$ cat config.mk
export PLATFORM = sky130hd
export DESIGN_NAME = uart_rx_flat
export DESIGN_NICKNAME = d
export VERILOG_FILES = /design/src/rtl/uart_rx_if.sv /design/src/rtl/uart_rx.sv /design/src/flat_wrapper.sv
export SDC_FILE = /design/constraint.sdc
export NUM_CORES = 1
export LEC_CHECK = 0
export CAP_MARGIN = 10
export CELL_PAD_IN_SITES_DETAIL_PLACEMENT = 1
export CELL_PAD_IN_SITES_GLOBAL_PLACEMENT = 1
export CORE_MARGIN = 3
export CORE_UTILIZATION = 35
export CTS_BUF_LIST = sky130_fd_sc_hd__clkbuf_4 sky130_fd_sc_hd__clkbuf_8
export DETAILED_ROUTE_END_ITERATION = 10
export GPL_TIMING_DRIVEN = 0
export PLACE_DENSITY = 0.75
export SETUP_SLACK_MARGIN = 0.5
export SYNTH_ARGS = -nofsm -noshare
export SYNTH_HDL_FRONTEND = slang
export SYNTH_SLANG_ARGS = --single-unit
$ cat constraint.sdc
create_clock -name sys_clk -period 2.6 [get_ports sys_clk]
set_input_delay 0.26 -clock sys_clk [delete_from_list [all_inputs] [get_ports sys_clk]]
set_output_delay 0.26 -clock sys_clk [all_outputs]
set_load 0.1 [all_outputs]
$ cat src/rtl/uart_rx_if.sv
// Receive-side byte stream of the UART: single-entry valid/ready byte output
// plus the one-cycle framing-error and overrun status pulses.
interface uart_rx_if;
   logic [7:0] rx_data;
   logic       rx_valid;
   logic       rx_ready;
   logic       frame_err;
   logic       overrun;

   modport master (output rx_data, rx_valid, frame_err, overrun, input rx_ready);
   modport slave  (input rx_data, rx_valid, frame_err, overrun, output rx_ready);
endinterface

$ cat src/rtl/uart_rx.sv
// 8N1 UART receiver: two-flop synchroniser, mid-bit sampling FSM and a
// single-entry holding register with framing-error and overrun pulses.
module uart_rx #(
   parameter int CLOCK_HZ = 27_000_000,
   parameter int BAUD     = 115_200
) (
   input  logic    sys_clk,
   input  logic    rst,
   input  logic    rx_pin,
   uart_rx_if.master rx
);
   localparam int DIV  = CLOCK_HZ / BAUD;
   localparam int HALF = DIV / 2;
   localparam int CW   = $clog2(DIV);

   generate
      if (DIV < 16) begin : g_div_chk
         $error("uart_rx: CLOCK_HZ/BAUD must be at least 16");
      end
   endgenerate

   typedef enum logic [2:0] {S_IDLE, S_START, S_DATA, S_STOP, S_BREAK} state_t;

   state_t        state_q, state_d;
   logic          s1, rx_s;
   logic [CW-1:0] cnt_q, cnt_d;
   logic [2:0]    idx_q, idx_d;
   logic [7:0]    sh_q, sh_d;
   logic [7:0]    data_q, data_d;
   logic          valid_q, valid_d;
   logic          ferr_q, ferr_d;
   logic          ovr_q, ovr_d;
   logic          tick, deliver, accept;

   always_ff @(posedge sys_clk) begin
      if (rst) begin
         s1      <= 1'b1;
         rx_s    <= 1'b1;
         state_q <= S_IDLE;
         cnt_q   <= '0;
         idx_q   <= '0;
         sh_q    <= '0;
         data_q  <= '0;
         valid_q <= 1'b0;
         ferr_q  <= 1'b0;
         ovr_q   <= 1'b0;
      end else begin
         s1      <= rx_pin;
         rx_s    <= s1;
         state_q <= state_d;
         cnt_q   <= cnt_d;
         idx_q   <= idx_d;
         sh_q    <= sh_d;
         data_q  <= data_d;
         valid_q <= valid_d;
         ferr_q  <= ferr_d;
         ovr_q   <= ovr_d;
      end
   end

   assign tick   = (cnt_q == '0);
   assign accept = valid_q & rx.rx_ready;

   always_comb begin
      state_d = state_q;
      cnt_d   = tick ? cnt_q : cnt_q - 1'b1;
      idx_d   = idx_q;
      sh_d    = sh_q;
      deliver = 1'b0;
      ferr_d  = 1'b0;
      case (state_q)
         S_IDLE: begin
            if (!rx_s) begin
               cnt_d   = CW'(HALF - 1);
               state_d = S_START;
            end
         end
         S_START: begin
            if (tick) begin
               if (!rx_s) begin
                  cnt_d   = CW'(DIV - 1);
                  idx_d   = '0;
                  state_d = S_DATA;
               end else begin
                  state_d = S_IDLE;
               end
            end
         end
         S_DATA: begin
            if (tick) begin
               sh_d  = {rx_s, sh_q[7:1]};
               cnt_d = CW'(DIV - 1);
               if (idx_q == 3'd7) state_d = S_STOP;
               else               idx_d   = idx_q + 3'd1;
            end
         end
         S_STOP: begin
            if (tick) begin
               if (rx_s) begin
                  deliver = 1'b1;
                  state_d = S_IDLE;
               end else begin
                  ferr_d  = 1'b1;
                  state_d = S_BREAK;
               end
            end
         end
         S_BREAK: begin
            // a held-low line must go high before another start is looked for
            if (rx_s) state_d = S_IDLE;
         end
         default: state_d = S_IDLE;
      endcase
   end

   // consuming and delivering in the same cycle leaves no bubble
   always_comb begin
      data_d  = data_q;
      valid_d = valid_q & ~accept;
      ovr_d   = 1'b0;
      if (deliver) begin
         if (!valid_q || accept) begin
            data_d  = sh_q;
            valid_d = 1'b1;
         end else begin
            ovr_d = 1'b1;
         end
      end
   end

   assign rx.rx_data   = data_q;
   assign rx.rx_valid  = valid_q;
   assign rx.frame_err = ferr_q;
   assign rx.overrun   = ovr_q;
endmodule

$ cat src/flat_wrapper.sv
// flat-port wrapper written by rule: the top's interface ports become plain ports
module uart_rx_flat 
#(
   parameter int CLOCK_HZ = 27_000_000,
   parameter int BAUD     = 115_200
)
  (sys_clk, rst, rx_pin, rx_rx_data, rx_rx_valid, rx_frame_err, rx_overrun, rx_rx_ready);
  uart_rx_if rx_i ();
  input  logic sys_clk;
  input  logic rst;
  input  logic rx_pin;
  output wire logic [$bits(rx_i.rx_data)-1:0] rx_rx_data;
  output wire logic [$bits(rx_i.rx_valid)-1:0] rx_rx_valid;
  output wire logic [$bits(rx_i.frame_err)-1:0] rx_frame_err;
  output wire logic [$bits(rx_i.overrun)-1:0] rx_overrun;
  input wire logic [$bits(rx_i.rx_ready)-1:0] rx_rx_ready;
  assign rx_rx_data = rx_i.rx_data;
  assign rx_rx_valid = rx_i.rx_valid;
  assign rx_frame_err = rx_i.frame_err;
  assign rx_overrun = rx_i.overrun;
  assign rx_i.rx_ready = rx_rx_ready;
  uart_rx #(.CLOCK_HZ(CLOCK_HZ), .BAUD(BAUD)) u_core (.sys_clk(sys_clk), .rst(rst), .rx_pin(rx_pin), .rx(rx_i));
endmodule
==> impl_metrics.yaml <==
status:
  status: "finished clean"
cells_and_area:
  final_util_pct: 45.6
  diodes: 0
  layout-drive-gt1-share_pct: 15.9
  areaGrowthSynthToFinish_pct: 25.0
  final_net_count: 209
clocking:
  cts-root-buf: "clkbuf_8"
  cts_tree: "built"
  cts_buffer_depth: 2
  h-tree-depth: 2
  cts_hold_buf: 0
  worstSkewPairLatency_ns: 0.28
  cts.sinks: 35
  clk_pin_slew_ns: 0.07
  cts_buffers: 5
critical_path:
  crit_arrival_ns: 2.18
  slowest_stage: "or4_4"
  cp_slowest_stage_delay_ns: 0.58
  crit_path_max_fanout: 10
  endpoint_kind: "flip-flop"
  critical_path_class: "flip-flop to flip-flop"
  critPathRequiredTime_ns: 2.75
  crit_path_cell_trace: "or4_4, or4_1, buf_6, o21ai_1, a21oi_1"
  start_kind: "flip-flop"
floorplan:
  dieArea_sq_um: 5450
  die_x_um: 73.9
  die_y_um: 73.9
  io_pins: 15
  rows: 24
  start_util_pct: 36.5
  core_sq_um: 4410
route:
  firstDrtPassIters: 4
  remaining_drc_errors: 0
  drt_iter0_drc: 67
  num_vias: 1389
  postRouteAntennaNets: 0
  vias_per_cell: 5.49
  wl_per_cell_um: 17.2
  drt_wl_total_um: 4350
placement:
  dp_hpwl_um: 3110
  gp_congestion: 0.758
  port_buffers: 14
grt:
  grt_pass1_vias: 1465
  overflow: 0
  grt_pass1_wl_um: 7350
  antenna_found_initial: 0
  grt_max_degree: 11
  gr-usage-all-layers_pct: 17.4
hold_path:
  hold_class: "flip-flop to flip-flop"
timing:
  slew_headroom_pct: 33.9
  finalSetupTns_ns: 0
  rsz0062_at_grt: "yes"
  worstMarginPinSlew_ns: 0.989
  min_period_over_period_pct: 78.2
  period_needed_ns: 2.03
  max_freq_ghz: 0.492
  clock_skew_ns: 0.00609
  report.final.slew_viol_count: 0
  hold_violations: 0
  finalSetupViolations: 0
yosys:
  synth.most_common_cell: "dfxtp_1"
  synthTopCellsByArea: "dfxtp_1, mux2i_1, a21oi_1"
  ys_seq_area_share_pct: 43.5
  ys.flop_type: "dfxtp_1"
  synth_top_cell_area_share_pct: 43.5
  synthesis.nets: 183
  syn_area_sq_um: 1610
  avgSynthCellArea_sq_um: 9.26
  ys_async_sr_fraction_pct: 0
  ys_top_cells_by_count: "dfxtp_1, a21oi_1, nor2_1"
  ys_ff_latch: 35
  synth_edf_count: 0
  synthCells: 174
  ys_warn_count: 0
  synthDistinctLibCells: 48
  synth_top_cell_by_area: "dfxtp_1"
power_and_ir_drop:
  vdd_ir_drop_max_mv: 0.272
  p_leak_nw: 0.775
  powerDensity_nw_per_um2: 920
flow_run:
  cap_viol_max_count: 0
## worst paths after layout
check / start / end / slack (ns) / depth (start not counted)
max: u_core.cnt_q[4] / u_core.rx.rx_data[6] / 0.57 / 5
min: u_core.s1 / u_core.rx_s / 0.42 / 1
max reg2reg: u_core.cnt_q[4] / u_core.rx.rx_data[6] / 0.57 / 5
min reg2reg: u_core.s1 / u_core.rx_s / 0.42 / 1
## flip-flops by register name, summed over array words and instances (netlist names)
name,cells
u_core.rx_s,1
u_core.idx_q,3
u_core.sh_q,8
u_core.state_q,3
u_core.rx.rx_valid,1
u_core.cnt_q,8
u_core.rx.frame_err,1
u_core.rx.rx_data,8
u_core.s1,1
u_core.rx.overrun,1
## cell usage in the layout (no fill, tap or decap), types with 2 or more instances in the layout
cell type	netlist	final
a21oi_1	15	15
o22ai_1	3	3
nand3b_1	2	2
nand2b_1	5	4
nor4_1	2	2
clkbuf_8	0	7
nand2_1	4	4
mux2i_1	10	10
ha_1	5	3
o21ai_1	10	10
nor2_1	13	13
inv_1	2	2
dfxtp_1	35	32
nor3_1	5	5
and3_1	2	2
or2_1	2	2
buf_4	0	5
dfxtp_2	0	2
clkdlybuf4s50_1	0	14
nor4_4	1	2
nand3_1	11	11
clkbuf_1	10	9
o31ai_1	2	2
xor2_1	2	2
or4_1	3	3
o2bb2ai_1	2	2
## power by group
| part | switching (mW) | total (mW) | leakage, nW | internal [mW] |
|---|---|---|---|---|
| Combinational | 0.382 | 0.729 | 0.435 | 0.346 |
| Clock | 0.191 | 0.443 | 0.0549 | 0.252 |
| Sequential | 0.0829 | 0.681 | 0.286 | 0.598 |
| Total | 0.656 | 1.85 | 0.775 | 1.20 |
## logic make-up (layout without fill, tap and decap cells)
family | count (synthesis) | after routing | synth area share, %
buffers and inverters | 15 | 42 | 3.57
flip-flops | 35 | 35 | 43.5
multiplexers | 11 | 11 | 6.91
AO/OA/AOI/OAI | 42 | 42 | 16.4
AND/OR/NAND/NOR | 63 | 63 | 24.1
XOR/XNOR | 3 | 3 | 1.63
adder cells (fa/ha/maj) | 5 | 5 | 3.88
## cell type report
class	count	area [sq um]
fillers	523	2400
well taps	52	65.1
clock buffers	8	104
repair buffers	19	178
multi-input cells	124	896
plain buffers	12	53.8
inverters	3	11.3
flip-flops and latches	35	707
## per-stage QoR
| step | cells | hold slack, ns | instance area (sq um) | worst slack, ns | power, mW |
|---|---|---|---|---|---|
| floorplan | 174 | 0.357 | 1610 | 0.611 | 1.12 |
| global placement | 240 | 0.384 | 1820 | 0.326 | 1.23 |
| detailed placement | 240 | 0.403 | 1820 | 0.243 | 1.27 |
| CTS | 249 | 0.420 | 1940 | 0.505 | 1.74 |
| global route | 253 | 0.448 | 2010 | 0.469 | 1.99 |
| finish | 253 | 0.416 | 2010 | 0.567 | 1.85 |
## repair_timing
| item | 4_1_cts | 5_1_grt |
|---|---|---|
| pin swaps | 1 | 4 |
| setup endpoints to repair | 15 | 18 |
| gates resized for setup | 5 | 10 |
| buffers inserted | 1 | 4 |
## critical path: cells and delay by family, from the launching register on
kind	cells	cell delay [ns]
AOI/OAI and AO/OA	2	0.24
and+or+nand+nor	2	1.13
buffers and inverters	1	0.17
DFF	1	0.35
## layer usage
layer / share of wire (%) / global-route usage, % / up-vias
met1: 45 / 21.5 / 675
met4: 0.87 / 3.62 / 0
li1: - / - / 688
met2: 52 / 30.0 / 21
met3: 2.5 / 5.06 / 5
met5: 0 / 0 / -
Note: power is estimated with default switching activity, not from simulation.
